### src/rtl/slip_pix_pkg.sv
// Shared constants, types and helpers for the Slipstream pixel serialiser.
package slip_pix_pkg;

  localparam int unsigned DEF_WORD_W = 16;
  localparam int unsigned DEF_PIX_W4 = 4;
  localparam int unsigned DEF_PIX_W8 = 8;

  localparam int unsigned CNT_W = $clog2(DEF_WORD_W / DEF_PIX_W4);
  typedef logic [CNT_W-1:0] count_t;

  typedef enum logic [1:0] {
    ACT_SHIFT,
    ACT_XFER,
    ACT_UNDER
  } pe_act_t;

  function automatic int unsigned pixels_per_word(
    input logic        mode8,
    input int unsigned word_w = DEF_WORD_W,
    input int unsigned pix_w4 = DEF_PIX_W4,
    input int unsigned pix_w8 = DEF_PIX_W8
  );
    return mode8 ? (word_w / pix_w8) : (word_w / pix_w4);
  endfunction

endpackage

### src/rtl/slip_pixel_serialiser_if.sv
// Word-in / pixel-out bundle between a Slipstream register cell and the serialiser.
interface slip_pixel_serialiser_if
  import slip_pix_pkg::*;
#(
  parameter int unsigned WORD_W = DEF_WORD_W
);
  logic [WORD_W-1:0] d;
  logic              ld;
  logic              mode8;
  logic              clrUnderrun;
  logic              holdFull;
  logic [7:0]        pix;
  logic              pixValid;
  logic              underrun;

  modport master (
    output d, ld, mode8, clrUnderrun,
    input  holdFull, pix, pixValid, underrun
  );

  modport slave (
    input  d, ld, mode8, clrUnderrun,
    output holdFull, pix, pixValid, underrun
  );
endinterface

### src/rtl/slip_edge_detect.sv
// Rising-edge detector for a derived clock sampled on MasterClock.
module slip_edge_detect (
  input  logic MasterClock,
  input  logic resetL,
  input  logic clk,
  output logic pe
);
  logic r_oldClk;
  logic r_armed;

  // r_armed blocks the false edge seen when clk is already high at reset release;
  // a low sample of clk is required before any edge is reported.
  always_ff @(posedge MasterClock or negedge resetL) begin
    if (!resetL) begin
      r_oldClk <= 1'b0;
      r_armed  <= 1'b0;
    end else begin
      r_oldClk <= clk;
      r_armed  <= r_armed | ~clk;
    end
  end

  assign pe = r_armed & ~r_oldClk & clk;
endmodule

### src/rtl/slip_pixel_serialiser.sv
// Serialises 16-bit register-cell words into 4bpp/8bpp pixels, MSB first, via a one-word holding buffer.
module slip_pixel_serialiser
  import slip_pix_pkg::*;
#(
  parameter int unsigned WORD_W = DEF_WORD_W,
  parameter int unsigned PIX_W4 = DEF_PIX_W4,
  parameter int unsigned PIX_W8 = DEF_PIX_W8
)(
  input  logic                    MasterClock,
  input  logic                    resetL,
  input  logic                    clk,
  slip_pixel_serialiser_if.slave  bus
);
  localparam int unsigned CNT_LW = $clog2(WORD_W / PIX_W4);

  logic [WORD_W-1:0] r_hold;
  logic              r_holdFull;
  logic [WORD_W-1:0] r_shifter;
  logic [CNT_LW-1:0] r_count;
  logic              r_wordMode;
  logic [7:0]        r_pix;
  logic              r_pixValid;
  logic              r_underrun;
  logic              r_loaded;

  logic              w_pe;
  pe_act_t           w_act;
  logic              w_load;
  logic [7:0]        w_sh_pix;
  logic [7:0]        w_hold_pix;
  logic [CNT_LW-1:0] w_xfer_count;

  slip_edge_detect u_edge (
    .MasterClock (MasterClock),
    .resetL      (resetL),
    .clk         (clk),
    .pe          (w_pe)
  );

  always_comb begin
    w_act = ACT_UNDER;
    if (r_count != '0)
      w_act = ACT_SHIFT;
    else if (r_holdFull)
      w_act = ACT_XFER;

    // The hold slot is freed by a transfer on the same edge, so back-to-back loads are accepted.
    w_load = bus.ld && (!r_holdFull || (w_act == ACT_XFER));

    w_sh_pix     = r_wordMode ? 8'(r_shifter[WORD_W-1 -: PIX_W8])
                              : 8'(r_shifter[WORD_W-1 -: PIX_W4]);
    w_hold_pix   = bus.mode8  ? 8'(r_hold[WORD_W-1 -: PIX_W8])
                              : 8'(r_hold[WORD_W-1 -: PIX_W4]);
    w_xfer_count = CNT_LW'(pixels_per_word(bus.mode8, WORD_W, PIX_W4, PIX_W8) - 1);
  end

  always_ff @(posedge MasterClock or negedge resetL) begin
    if (!resetL) begin
      r_hold     <= '0;
      r_holdFull <= 1'b0;
      r_shifter  <= '0;
      r_count    <= '0;
      r_wordMode <= 1'b0;
      r_pix      <= '0;
      r_pixValid <= 1'b0;
      r_underrun <= 1'b0;
      r_loaded   <= 1'b0;
    end else begin
      if (w_pe) begin
        unique case (w_act)
          ACT_SHIFT: begin
            r_pix      <= w_sh_pix;
            r_pixValid <= 1'b1;
            r_shifter  <= r_wordMode ? (r_shifter << PIX_W8) : (r_shifter << PIX_W4);
            r_count    <= r_count - 1'b1;
          end
          ACT_XFER: begin
            r_wordMode <= bus.mode8;
            r_pix      <= w_hold_pix;
            r_shifter  <= bus.mode8 ? (r_hold << PIX_W8) : (r_hold << PIX_W4);
            r_count    <= w_xfer_count;
            r_pixValid <= 1'b1;
            r_holdFull <= 1'b0;
          end
          default: begin
            r_pix      <= '0;
            r_pixValid <= 1'b0;
          end
        endcase

        if (w_load) begin
          r_hold     <= bus.d;
          r_holdFull <= 1'b1;
          r_loaded   <= 1'b1;
        end
      end

      // A fresh underrun takes priority over a simultaneous clear.
      if (w_pe && (w_act == ACT_UNDER) && r_loaded)
        r_underrun <= 1'b1;
      else if (bus.clrUnderrun)
        r_underrun <= 1'b0;
    end
  end

  assign bus.holdFull = r_holdFull;
  assign bus.pix      = r_pix;
  assign bus.pixValid = r_pixValid;
  assign bus.underrun = r_underrun;
endmodule

### src/flat_wrapper.sv
// flat-port wrapper written by rule: the top's interface ports become plain ports
module slip_pixel_serialiser_flat import slip_pix_pkg::*;
#(
  parameter int unsigned WORD_W = DEF_WORD_W,
  parameter int unsigned PIX_W4 = DEF_PIX_W4,
  parameter int unsigned PIX_W8 = DEF_PIX_W8
)
  (MasterClock, resetL, clk, bus_d, bus_ld, bus_mode8, bus_clrUnderrun, bus_holdFull, bus_pix, bus_pixValid, bus_underrun);
  slip_pixel_serialiser_if #(.WORD_W(WORD_W)) bus_i ();
  input  logic MasterClock;
  input  logic resetL;
  input  logic clk;
  input wire logic [$bits(bus_i.d)-1:0] bus_d;
  input wire logic [$bits(bus_i.ld)-1:0] bus_ld;
  input wire logic [$bits(bus_i.mode8)-1:0] bus_mode8;
  input wire logic [$bits(bus_i.clrUnderrun)-1:0] bus_clrUnderrun;
  output wire logic [$bits(bus_i.holdFull)-1:0] bus_holdFull;
  output wire logic [$bits(bus_i.pix)-1:0] bus_pix;
  output wire logic [$bits(bus_i.pixValid)-1:0] bus_pixValid;
  output wire logic [$bits(bus_i.underrun)-1:0] bus_underrun;
  assign bus_i.d = bus_d;
  assign bus_i.ld = bus_ld;
  assign bus_i.mode8 = bus_mode8;
  assign bus_i.clrUnderrun = bus_clrUnderrun;
  assign bus_holdFull = bus_i.holdFull;
  assign bus_pix = bus_i.pix;
  assign bus_pixValid = bus_i.pixValid;
  assign bus_underrun = bus_i.underrun;
  slip_pixel_serialiser #(.WORD_W(WORD_W), .PIX_W4(PIX_W4), .PIX_W8(PIX_W8)) u_core (.MasterClock(MasterClock), .resetL(resetL), .clk(clk), .bus(bus_i));
endmodule
### config.mk
export PLATFORM = sky130hd
export DESIGN_NAME = slip_pixel_serialiser_flat
export DESIGN_NICKNAME = d
export VERILOG_FILES = /design/src/rtl/slip_pix_pkg.sv /design/src/rtl/slip_pixel_serialiser_if.sv /design/src/rtl/slip_edge_detect.sv /design/src/rtl/slip_pixel_serialiser.sv /design/src/flat_wrapper.sv
export SDC_FILE = /design/constraint.sdc
export NUM_CORES = 1
export LEC_CHECK = 0
export BUFFER_PORTS_ARGS = -buffer_cell sky130_fd_sc_hd__clkbuf_2
export CAP_MARGIN = 20
export CORE_MARGIN = 3
export CORE_UTILIZATION = 48
export CTS_BUF_LIST = sky130_fd_sc_hd__clkbuf_8
export CTS_CLUSTER_DIAMETER = 40
export CTS_CLUSTER_SIZE = 25
export DETAILED_ROUTE_END_ITERATION = 8
export MAX_ROUTING_LAYER = met4
export PLACE_DENSITY = 0.69
export SYNTH_ARGS = -nofsm -noshare
export SYNTH_HDL_FRONTEND = slang
export SYNTH_SLANG_ARGS = --single-unit
### constraint.sdc
create_clock -name MasterClock -period 2.05 [get_ports MasterClock]
set_input_delay 0.3075 -clock MasterClock [delete_from_list [all_inputs] [get_ports MasterClock]]
set_output_delay 0.3075 -clock MasterClock [all_outputs]
set_load 0.005 [all_outputs]
==> impl_metrics.env, run 1 <==
export IMPL_p_seq_share_pct=47.6
export IMPL_hold_viol=0
export IMPL_synthDistinctLibCells=27
export IMPL_topRoutingLayerUsed="met4"
export IMPL_grt_first_pass_wirelength_mm=7.472
export IMPL_die_width_um=72.71
export IMPL_numCtsBuffers=5
export IMPL_clock_sinks=45
export IMPL_globalplace_congestion=0.8379
export IMPL_ant_nets=0
export IMPL_syn2layout_area_growth_pct=14.70
export IMPL_num_rows=23
export IMPL_syn_avg_cell_area_um2=13.27
export IMPL_synth_seq_area_share_pct=52.72
export IMPL_fin_setup_tns_ns=0
export IMPL_period_needed_ns=1.602
export IMPL_switching_share_pct=33.70
export IMPL_worstPathMaxFanout=18
export IMPL_via_per_inst=5.654
export IMPL_post_cts_buffers=0
export IMPL_tritoncts="yes"
export IMPL_synth_seq_cells=45
export IMPL_tightestPinTransition_ns=0.6927
export IMPL_wire_per_inst_um=17.71
export IMPL_drive_gt1_share_pct=36.73
export IMPL_setup_viol=0
export IMPL_grt_max_degree=28
export IMPL_clkTransAtPathRegs_ns=0.08
export IMPL_wl_met3_um=164
export IMPL_maxCapViolCount=0
export IMPL_timing_hold_ws_ns=0.03804
export IMPL_portBuffers=32
export IMPL_cts_buffer_depth=2
export IMPL_critPathLaunchType="flop"
export IMPL_max_slew_margin_rel_pct=53.82
export IMPL_first_iter_violations=62
export IMPL_place_inst=238
export IMPL_pre_cts_slack_ns=0.4602
export IMPL_antenna_found_initial=0
export IMPL_firstDrtPassIters=4
export IMPL_synth_edff_count=0
export IMPL_clock_skew_ns=0.008099
export IMPL_fill_cells=362
export IMPL_async_reset_ff_share_pct=100.0
export IMPL_synth_nets=183
export IMPL_multiInputGateArea_um2=939.7
export IMPL_seqCellArea_mm2=0.001126
export IMPL_cts_hold_buf=0
export IMPL_ir_drop_mv=0.7806
export IMPL_cts_root_buf="clkbuf_8"
export IMPL_finalWirelength_mm=4.357
export IMPL_grt_util_all_layers_pct=19.12
export IMPL_nNetsFinal=217
export IMPL_outcome="completed"
export IMPL_wl_met1_mm=1.797
export IMPL_p_leak_nw=1.126
export IMPL_initial_core_util_pct=51.54
export IMPL_clock_latency_ns=0.30
export IMPL_fin_ws_ns=0.4479
export IMPL_arrival_ns=1.78
export IMPL_ys_warn_count=0
export IMPL_timing_fmax_mhz=624.2
export IMPL_final_max_slew_viol_count=0
export IMPL_cp_required_ns=2.23
export IMPL_stdcell_count=246
export IMPL_cts_repair_resized=0
export IMPL_dp_hpwl_mm=3.109
export IMPL_fin_crit_sh_pct=78.15
export IMPL_p_clk_share_pct=20.7
export IMPL_cp_end_kind="flop"
export IMPL_grt_pass1_vias=1553
export IMPL_ioPinCount=33
export IMPL_htree_num_levels=2
export IMPL_antenna_cells=0
export IMPL_vias=1391
export IMPL_power_switching_mw=1.131
export IMPL_met2WireLength_mm=2.344
export IMPL_worstSetupPathType="reg2reg"
export IMPL_drc=0
export IMPL_internal_power_mw=2.225
export IMPL_syn_instance_count=161
export IMPL_gr_total_overflow=0
export IMPL_power_density_mw_per_mm2=1370
export IMPL_dominantRegCellSynth="dfrtp_1"
export IMPL_coreArea_mm2=0.004144
export IMPL_synth_area_mm2=0.002136
export IMPL_comb_power_share_pct=31.7
export IMPL_die_area_mm2=0.005286
export IMPL_hp_class="in2async"
export IMPL_fp_dieH_um=72.71
export IMPL_rsz0062_at_grt="no"
[metal layers]
layer | up-vias | global-route usage (%)
li1 | 659 | -
met1 | 695 | 21.52
met5 | - | -
met3 | 6 | 4.132
met4 | 0 | 5.738
met2 | 31 | 33.87
[cell usage in the layout, fill, tap and decap left out, types with 5 or more instances in the layout]
| cell type | instances |
|---|---|
| clkbuf_2 | 32 |
| nand2b_1 | 7 |
| mux2_2 | 23 |
| clkbuf_8 | 6 |
| mux2i_1 | 28 |
| dfrtp_1 | 45 |
| o21ai_0 | 8 |
| o21a_1 | 5 |
| nand2_1 | 9 |
| buf_4 | 5 |
[through the flow]
step	cell area, um^2	util, %	power [mW]
2_1_floorplan	2136	-	2.370
3_3_place_gp	2330	56.22	2.618
3_5_place_dp	2330	56.22	2.695
4_1_cts	2450	59.12	3.391
5_1_grt	2450	59.12	3.590
6_report	2450	59.12	3.356
[synthesized netlist by cell type, types with 4 or more instances]
master | n | area share (%)
a32oi_1 | 4 | 1.6
o21ai_0 | 8 | 1.9
o21a_1 | 5 | 1.8
nand2_1 | 9 | 1.6
dfrtp_1 | 45 | 53
o221ai_1 | 4 | 1.6
buf_2 | 8 | 1.9
a22o_1 | 4 | 1.6
nand2b_1 | 7 | 2.1
mux2_2 | 23 | 12
mux2i_1 | 28 | 13
[worst paths after layout]
path	startpoint	endpoint	slack, ns	cells past startpoint
min	resetL	u_core.bus.underrun	0.04	1
min in group MasterClock	clk	u_core.u_edge.r_oldClk	0.15	1
min reg2reg	u_core.r_loaded	u_core.r_loaded	0.48	1
max	u_core.r_count[0]	u_core.r_hold[9]	0.45	3
max reg2reg	u_core.r_count[0]	u_core.r_hold[9]	0.45	3
max in group asynchronous	resetL	u_core.r_shifter[11]	1.39	2
[sequential cells by signal (all words and copies together), names as in the netlist]
| register | count |
|---|---|
| u_core.bus.underrun | 1 |
| u_core.bus.pix | 8 |
| u_core.bus.pixValid | 1 |
| u_core.r_loaded | 1 |
| u_core.bus.holdFull | 1 |
| u_core.r_shifter | 12 |
| u_core.r_hold | 16 |
| u_core.u_edge.r_armed | 1 |
| u_core.u_edge.r_oldClk | 1 |
| u_core.r_wordMode | 1 |
| u_core.r_count | 2 |
[power groups by stage]
stage	logic, mW	clock network (mW)	registers, mW
floorplan	0.928	0	1.44
global placement	1.03	0	1.59
detailed placement	1.08	0	1.62
CTS	1.08	0.710	1.60
global route	1.19	0.748	1.65
finish	1.07	0.693	1.60
[worst max-delay path: stages (launching register included)]
cell and delay (ns):
dfrtp_1 0.51, o21ai_1 0.28, nand3_4 0.29, mux2_1 0.40
[final cells by class]
type | count | area share, %
tap | 50 | 2.554
clock buffer | 6 | 3.371
multi-input combinational | 105 | 38.36
timing repair buffer | 37 | 8.069
inverter | 1 | 0.1532
clock inverter | 2 | 1.532
sequential | 45 | 45.97
[cells by family (layout without fill, tap and decap cells)]
| family | after synthesis | after routing | synth area share, % |
|---|---|---|---|
| AOI/OAI and AO/OA | 28 | 28 | 10.13 |
| buffers and inverters | 11 | 46 | 3.280 |
| and+or+nand+nor | 25 | 25 | 8.085 |
| DFF | 45 | 45 | 52.72 |
| muxes | 52 | 52 | 25.78 |
No activity file was read; power rests on OpenSTA's default activity.
==> run 2: changes to the inputs <==
--- a/config.mk
+++ b/config.mk
@@ -14,7 +14,7 @@
 export CTS_CLUSTER_SIZE = 25
 export DETAILED_ROUTE_END_ITERATION = 8
 export MAX_ROUTING_LAYER = met4
-export PLACE_DENSITY = 0.69
+export PLACE_DENSITY = 0.72
 export SYNTH_ARGS = -nofsm -noshare
 export SYNTH_HDL_FRONTEND = slang
 export SYNTH_SLANG_ARGS = --single-unit
==> constraint.sdc (replaced) <==
create_clock -name MasterClock -period 1.45 [get_ports MasterClock]
set_input_delay 0.2175 -clock MasterClock [delete_from_list [all_inputs] [get_ports MasterClock]]
set_output_delay 0.2175 -clock MasterClock [all_outputs]
set_load 0.005 [all_outputs]
==> run 2 against run 1 <==
Net effect: worst hold slack improved by 0.028 ns; first-iteration DRC count rose by 11%; core utilization rose by 3.3 points; maximum frequency rose by 15%; die area did not move; critical path type unchanged; sequential power rose by 38%; worst setup slack got worse by 0.40 ns; clock skew barely moved; global-route usage fell by 0.49 points; clock power rose by 29%; cell count rose by 4.1%; critical endpoint is now u_core.r_shifter[11].
==> impl_metrics.env, run 2 (synthesized netlist as in run 1, its figures left out) <==
export IMPL_outcome="completed"
export IMPL_worstSetupPathType="reg2reg"
export IMPL_power_density_mw_per_mm2=1907
export IMPL_clock_skew_ns=0.008087
export IMPL_grt_max_degree=46
export IMPL_largest_register="u_core.r_hold"
export IMPL_post_cts_buffers=0
export IMPL_fp_dieH_um=72.71
export IMPL_tritoncts="yes"
export IMPL_first_iter_violations=69
export IMPL_grt_pass1_vias=1563
export IMPL_min_to="u_core.u_edge.r_oldClk"
export IMPL_cp_required_ns=1.63
export IMPL_coreArea_mm2=0.004144
export IMPL_power_switching_mw=1.640
export IMPL_crit_slowest_cell="dfrtp_2"
export IMPL_place_area_mm2=0.002459
export IMPL_antenna_cells=0
export IMPL_tightestPinTransition_ns=0.4364
export IMPL_numCtsBuffers=5
export IMPL_globalplace_congestion=0.8059
export IMPL_die_area_mm2=0.005286
export IMPL_setup_viol=0
export IMPL_die_width_um=72.71
export IMPL_final_max_slew_viol_count=0
export IMPL_crit_buf_inv=1
export IMPL_rsz0062_at_grt="yes"
export IMPL_ant_nets=0
export IMPL_reg2regPathDepth=3
export IMPL_period_needed_ns=1.399
export IMPL_ir_drop_mv=1.058
export IMPL_clock_sinks=45
export IMPL_vias=1431
export IMPL_layout_common_cells="dfrtp_1, clkbuf_2, mux2i_1"
export IMPL_max_stage_delay_ns=0.48
export IMPL_drive_gt1_share_pct=42.23
export IMPL_p_seq_share_pct=44.6
export IMPL_via_per_inst=5.590
export IMPL_critPathTopFamily="flip-flops"
export IMPL_finalWirelength_mm=4.297
export IMPL_worstPathCellList="o31ai_4 > buf_12 > mux2_2"
export IMPL_grt_util_all_layers_pct=18.63
export IMPL_p_leak_nw=1.197
export IMPL_firstDrtPassIters=4
export IMPL_cts_root_buf="clkbuf_8"
export IMPL_largest_reg_flops=16
export IMPL_wire_per_inst_um=16.79
export IMPL_worstPathMaxFanout=18
export IMPL_maxCapViolCount=0
export IMPL_r2r_end="u_core.r_shifter[11]"
export IMPL_grt_first_pass_wirelength_mm=7.438
export IMPL_htree_num_levels=2
export IMPL_nNetsFinal=228
export IMPL_worstHoldStart="clk"
export IMPL_drc=0
export IMPL_internal_power_mw=3.292
export IMPL_num_rows=23
export IMPL_dp_hpwl_mm=3.201
export IMPL_rrSetupSlack_ns=0.05
export IMPL_switching_share_pct=33.26
export IMPL_hp_class="in2reg"
export IMPL_reg2reg_from="u_core.r_count[1]"
export IMPL_comb_power_share_pct=37.3
export IMPL_ioPinCount=33
export IMPL_finalPower_mw=4.932
export IMPL_p_clk_share_pct=18.1
export IMPL_critPathLaunchType="flop"
export IMPL_fin_area_mm2=0.002586
export IMPL_syn2layout_area_growth_pct=21.09
export IMPL_hold_viol=0
export IMPL_cts_buffer_depth=2
export IMPL_clkTransAtPathRegs_ns=0.08
export IMPL_cp_end_kind="flop"
export IMPL_arrival_ns=1.57
export IMPL_timing_fmax_mhz=715.0
export IMPL_timing_hold_ws_ns=0.06643
export IMPL_hold_depth=1
export IMPL_fin_crit_sh_pct=96.45
export IMPL_gr_total_overflow=0
export IMPL_antenna_found_initial=0
export IMPL_initial_core_util_pct=51.54
export IMPL_max_slew_margin_rel_pct=70.82
export IMPL_portBuffers=32
export IMPL_clock_latency_ns=0.29
export IMPL_final_common_cell="dfrtp_1"
-- run 2: cell count changes in the layout (fill, tap and decap cells not counted), sizes merged --
| cell | before | now |
|---|---|---|
| buf | 5 | 15 |
| clkbuf | 38 | 37 |
| clkinv | 0 | 1 |
| clkinvlp | 1 | 0 |
| dlygate4sd3 | 0 | 1 |
-- run 2: worst max-delay path by stage --
| stage | to | startpoint | cells past startpoint | slack (ns) |
|---|---|---|---|---|
| 5_1_grt | u_core.r_shifter[13] | u_core.r_count[1] | 4 | -0.004 |
| 3_5_place_dp | u_core.r_shifter[7] | u_core.r_count[1] | 3 | -0.06 |
| 6_report | u_core.r_shifter[11] | u_core.r_count[1] | 3 | 0.05 |
| 2_1_floorplan | u_core.r_shifter[11] | u_core.r_count[1] | 5 | 0.02 |
| 4_1_cts | u_core.r_shifter[12] | u_core.r_count[1] | 4 | 0.006 |
| 3_3_place_gp | u_core.r_shifter[4] | u_core.r_count[1] | 3 | 0.02 |
-- run 2: power groups by stage --
| stage | sequential [mW] | combinational (mW) | clock [mW] |
|---|---|---|---|
| 6_report | 2.20 | 1.84 | 0.893 |
| 5_1_grt | 2.27 | 2.02 | 0.978 |
| 4_1_cts | 2.20 | 1.83 | 0.926 |
| 3_5_place_dp | 2.22 | 1.80 | 0 |
| 3_3_place_gp | 2.19 | 1.73 | 0 |
| 2_1_floorplan | 2.04 | 1.32 | 0 |
-- run 2: metal layers --
layer  up-vias  routed length (um)  global-route usage [%]
li1        681                   -                       -
met1       720                1775                   22.49
met2        26                2325                   31.66
met3         4                 160                   3.994
met4         0                  37                   4.918
met5         -                   0                       -
-- run 2: final cells by class --
type                       instances  area, um^2
sequential                        45        1129
multi-input combinational        105       950.9
inverter                           1       3.754
clock inverter                     2       35.03
tap                               50       62.56
clock buffer                       5       68.82
fill                             326        1558
timing repair buffer              48       336.6
-- run 2: timing repair --
item	4_1_cts	5_1_grt
gates cloned	0	0
endpoints found under the hold margin	45	0
gates resized for setup	1	5
hold buffers	1	0
endpoints found under the setup margin	9	26
-- run 2: stage by stage --
step,std cells,TNS (ns),worst slack [ns],util [%]
6_report,256,0,0.05143,62.41
5_1_grt,256,-0.004047,-0.004047,62.41
4_1_cts,256,0,0.005501,62.14
3_5_place_dp,248,-0.2139,-0.05605,59.33
3_3_place_gp,248,0,0.02037,59.33
2_1_floorplan,161,0,0.02089,-
